`src/rtl/onehot_decoder_driver.sv`:
```
// Takes a 3-bit line index over valid/ready and drives the matching one-hot
// pattern for HOLD_CYCLES cycles, then one all-zero guard cycle.
// Optional output checker: define ONEHOT_SELFCHECK_EN.
module onehot_decoder_driver #(
    parameter int unsigned HOLD_CYCLES = 4
) (
    input  logic       clk,
    input  logic       rst,
    input  logic       en,
    input  logic [2:0] in_code,
    input  logic       in_valid,
    output logic       in_ready,
    output logic [7:0] out_onehot,
    output logic       out_active,
    output logic       done,
    output logic       check_err
);

    localparam logic [1:0] ST_IDLE  = 2'd0;
    localparam logic [1:0] ST_DRIVE = 2'd1;
    localparam logic [1:0] ST_GAP   = 2'd2;

    localparam logic [7:0] HOLD_LOAD = 8'(HOLD_CYCLES - 1);

    logic [1:0] state;
    logic [7:0] cnt;

    assign in_ready = (state == ST_IDLE) && en;

    // Dropping en aborts a drive and wins over counter expiry, so no done then.
    always_ff @(posedge clk or posedge rst) begin
        if (rst) begin
            state      <= ST_IDLE;
            cnt        <= 8'd0;
            out_onehot <= 8'h00;
            out_active <= 1'b0;
            done       <= 1'b0;
        end else begin
            done <= 1'b0;
            case (state)
                ST_IDLE: begin
                    if (in_valid && en) begin
                        out_onehot <= 8'b1 << in_code;
                        out_active <= 1'b1;
                        cnt        <= HOLD_LOAD;
                        state      <= ST_DRIVE;
                    end else begin
                        out_onehot <= 8'h00;
                        out_active <= 1'b0;
                    end
                end
                ST_DRIVE: begin
                    if (!en) begin
                        out_onehot <= 8'h00;
                        out_active <= 1'b0;
                        cnt        <= 8'd0;
                        state      <= ST_IDLE;
                    end else if (cnt != 8'd0) begin
                        cnt <= cnt - 8'd1;
                    end else begin
                        out_onehot <= 8'h00;
                        out_active <= 1'b0;
                        done       <= 1'b1;
                        state      <= ST_GAP;
                    end
                end
                ST_GAP: begin
                    out_onehot <= 8'h00;
                    out_active <= 1'b0;
                    cnt        <= 8'd0;
                    state      <= ST_IDLE;
                end
                default: begin
                    out_onehot <= 8'h00;
                    out_active <= 1'b0;
                    cnt        <= 8'd0;
                    state      <= ST_IDLE;
                end
            endcase
        end
    end

`ifdef ONEHOT_SELFCHECK_EN
    logic multi_hot;
    logic active_mismatch;

    // x & (x-1) is non-zero exactly when more than one bit is set.
    assign multi_hot       = (out_onehot & (out_onehot - 8'd1)) != 8'h00;
    assign active_mismatch = out_active != (out_onehot != 8'h00);

    always_ff @(posedge clk or posedge rst) begin
        if (rst) begin
            check_err <= 1'b0;
        end else if (multi_hot || active_mismatch) begin
            check_err <= 1'b1;
        end
    end
`else
    assign check_err = 1'b0;
`endif

endmodule

```
`config.mk`:
```
export PLATFORM = sky130hd
export DESIGN_NAME = onehot_decoder_driver
export DESIGN_NICKNAME = d
export VERILOG_FILES = /design/src/rtl/onehot_decoder_driver.sv
export SDC_FILE = /design/constraint.sdc
export NUM_CORES = 1
export LEC_CHECK = 0
export CAP_MARGIN = 30
export CORE_AREA = 4 4 57 59
export CTS_CLUSTER_SIZE = 20
export DETAILED_ROUTE_END_ITERATION = 12
export DIE_AREA = 0 0 61 63
export HOLD_SLACK_MARGIN = 0.05
export PLACE_DENSITY = 0.68
export SYNTH_ARGS = -nofsm -noshare
export SYNTH_HDL_FRONTEND = slang
export SYNTH_SLANG_ARGS = --single-unit
```
`constraint.sdc`:
```
create_clock -name clk -period 1.7 [get_ports clk]
set_clock_uncertainty 0.1 [all_clocks]
set_input_delay 0.425 -clock clk [delete_from_list [all_inputs] [get_ports clk]]
set_output_delay 0.425 -clock clk [all_outputs]
set_load 0.01 [all_outputs]
```
==> reports/results.ini, run 1 <==
[setup_path]
cp.required_ns=1.83
cp_data_arrival_time_ns=1.75
regToRegEndpoint=cnt[7]
rr_worst_depth=4
end_kind=flip-flop
worstReg2RegStart=cnt[4]
cp_slowest_cell=dfrtp_1
crit_chain=nor3_4 > nand4_1 > a211o_2 > a21boi_0
rrSetupSlack_ns=0.09
critPathLaunchType=flip-flop
slowest_delay_ns=0.45
critical_path_class=reg2reg
critPathMaxFanout=6

[power]
finalPower_mw=1.76
power_density_nw_per_um2=1330
irDropWorstVdd_uv=889
leakagePower_nw=0.661

[timing]
fin_crit_sh_pct=94.8
hold_viol=0
fmax_ghz=0.620
period_minus_slack_ns=1.61
maxSlewViolCount=0
layout_setup_ws_ns=0.0880
rsz0062_at_grt=no
setup_viol=0

[placement]
gp_congestion=0.796
preCtsSetupSlack_ns=-0.559
dp_hpwl_um=1650
dp_cells=153
dpl_cell_area_um2=1270
port_buffers=17

[floorplanning]
coreArea_um2=2710
initial_utilization_pct=36.9
fp.dieW_um=61
io_pins=19
row_count=19
dieArea_um2=3840
fp.dieH_um=63

[clock_tree]
tritoncts=done
cts_buffers=3
clockRootBuffer=clkbuf_4
cts_sinks=20
htreeDepth=1
clk_latency_ns=0.32
cts.reportedPaths.clkPinSlew_ns=0.12
cts.path.max_buffers=2
cts_hold_buf=0

[layout]
design_area_um2=1330
fin_util_pct=48.9
nets=137
n_antenna_cell=0
fin_cells=159
drive_gt1_share_pct=23.4
area_growth_pct=32.5

[detailed_routing]
drc_errors=0
detail-route-antenna-nets=0
vias_per_cell=5.46
wl_um=2280
post_drt_wl_per_cell_um=14.3
dr_total_vias=868
drt_pass1_iterations=4
drt_iter0_markers=9

[synthesis]
synthDistinctLibCells=35
ys_seq_elements=20
synth_area_um2=1000
netlist_instances=96
ys_seq_area_share_pct=50.1
ys_warn_count=0
synth_fp_nets=104
syn-mean-instance-area_um2=10.4

[global_routing]
grt_antenna_before_repair=0
grt.total_usage_pct=12.8
grt_pass1_wl_um=3780
grt_max_degree=21
grt_pass1_vias=889
grt_overflow=0

[run]
maxCapViolations=0

[hold_path]
hp-class=in2async

[run_status]
outcome=finished, final reports clean

==> metrics by stage <==
| stage | hold slack (ns) | setup TNS [ns] |
|---|---|---|
| after floorplan | 0.289 | 0 |
| after global placement | 0.364 | -4.19 |
| after detailed placement | 0.373 | -5.11 |
| after CTS | 0.320 | 0 |
| after global routing | 0.342 | 0 |
| final | 0.318 | 0 |
==> worst max-delay path, delay by kind of cell, from the launching register on <==
family	cells	cell delay, ns
AND/OR/NAND/NOR	2	0.48
AO/OA/AOI/OAI	2	0.49
flip-flops	1	0.45
==> worst max-delay path by stage <==
stage              from        to  slack [ns]  cells past startpoint
2_1_floorplan        en    cnt[3]        0.01                      7
3_3_place_gp         en  in_ready       -0.50                      3
3_5_place_dp         en  in_ready       -0.56                      3
4_1_cts          cnt[0]    cnt[4]        0.05                      5
5_1_grt        state[0]  in_ready        0.03                      2
6_report         cnt[4]    cnt[7]        0.09                      4
==> area by class of cell <==
cell class	count	area [um2]
clock buffers	4	36.3
fillers	279	1390
inverters	6	22.5
multi-input cells	65	453
flip-flops and latches	20	500
well taps	31	38.8
repair buffers	33	274
==> cells by family after synthesis <==
| kind of cell | count (synthesis) | share of synthesized area (%) |
|---|---|---|
| AO/OA/AOI/OAI | 35 | 25.7 |
| AND/OR/NAND/NOR | 28 | 16.4 |
| flip-flops | 20 | 50.1 |
| buffers and inverters | 11 | 6.26 |
| adder cells (fa/ha/maj) | 1 | 1.25 |
| other | 1 | 0.375 |
==> flip-flops by register name, summed over array words and instances, names as in the netlist <==
register / flops
out_onehot: 8
cnt: 8
state: 2
done: 1
out_active: 1
==> per-layer routing <==
metal	vias to the layer above	track usage, %	routed length, um	part of all wire (%)
met5	-	0	0	0
met4	0	4.61	38	1.7
met3	5	4.55	90	3.9
met2	22	20.5	1130	50
met1	424	15.5	1020	45
li1	417	-	-	-
==> cells in the final DEF (no fill, tap or decap), types with 2 or more instances in the layout <==
cell,synthesis,routed
nand2_1,7,7
a31oi_1,4,4
nor2_1,4,4
a211o_2,2,2
clkbuf_4,0,3
o41ai_1,2,2
a32o_1,4,4
dfrtp_1,20,20
nand3b_1,2,2
o31ai_1,4,4
dlygate4sd2_1,0,11
clkdlybuf4s50_1,0,4
o21ai_0,5,5
nor2b_1,2,2
a21oi_1,4,4
buf_4,1,16
a21o_1,2,2
inv_1,6,6
a21boi_1,2,3
nand4_1,2,2
a21boi_0,4,3
==> power breakdown <==
group | switching (mW) | internal [mW] | leakage [nW]
logic | 0.400 | 0.399 | 0.371
registers | 0.0998 | 0.572 | 0.269
clock network | 0.159 | 0.131 | 0.0210
total | 0.659 | 1.10 | 0.661
==> synth_stat cells <==
cell / count / share of area (%)
conb_1: 1 / 0.38
nor3_2: 1 / 1.0
or3_1: 1 / 0.63
nand4_1: 2 / 1.3
a211oi_1: 1 / 0.75
and3b_1: 1 / 0.88
a31oi_1: 4 / 2.5
a211o_2: 2 / 2.0
nand2_1: 7 / 2.6
nand3b_1: 2 / 1.5
nor2b_1: 2 / 1.3
or2_2: 1 / 0.63
nand2b_1: 1 / 0.63
a32o_1: 4 / 4.0
nand3_1: 1 / 0.50
buf_4: 1 / 0.75
buf_6: 2 / 2.3
o31ai_1: 4 / 3.0
a21boi_1: 2 / 1.5
o41ai_1: 2 / 1.8
nor3_1: 1 / 0.50
a311o_2: 1 / 1.1
nor2_1: 4 / 1.5
and4_2: 1 / 1.0
dfrtp_1: 20 / 50
and2_1: 1 / 0.63
inv_1: 6 / 2.3
o21ai_0: 5 / 2.5
buf_2: 2 / 1.0
a21boi_0: 4 / 3.0
a21o_1: 2 / 1.5
a21oi_1: 4 / 2.0
ha_1: 1 / 1.3
and4_4: 1 / 1.1
nor3b_1: 1 / 0.75
==> timing repair <==
action                     CTS  global route
setup endpoints to repair   12             5
pin swaps                    0             1
setup buffers                0             2
gates resized for setup     18             3
No activity file was read; power rests on OpenSTA's default activity.
==> run 2: changes to the inputs <==
- CTS_CLUSTER_SIZE: 20 -> 30
==> results of run 2 <==
Final layout, timing and power as in run 1 (identical DEF).
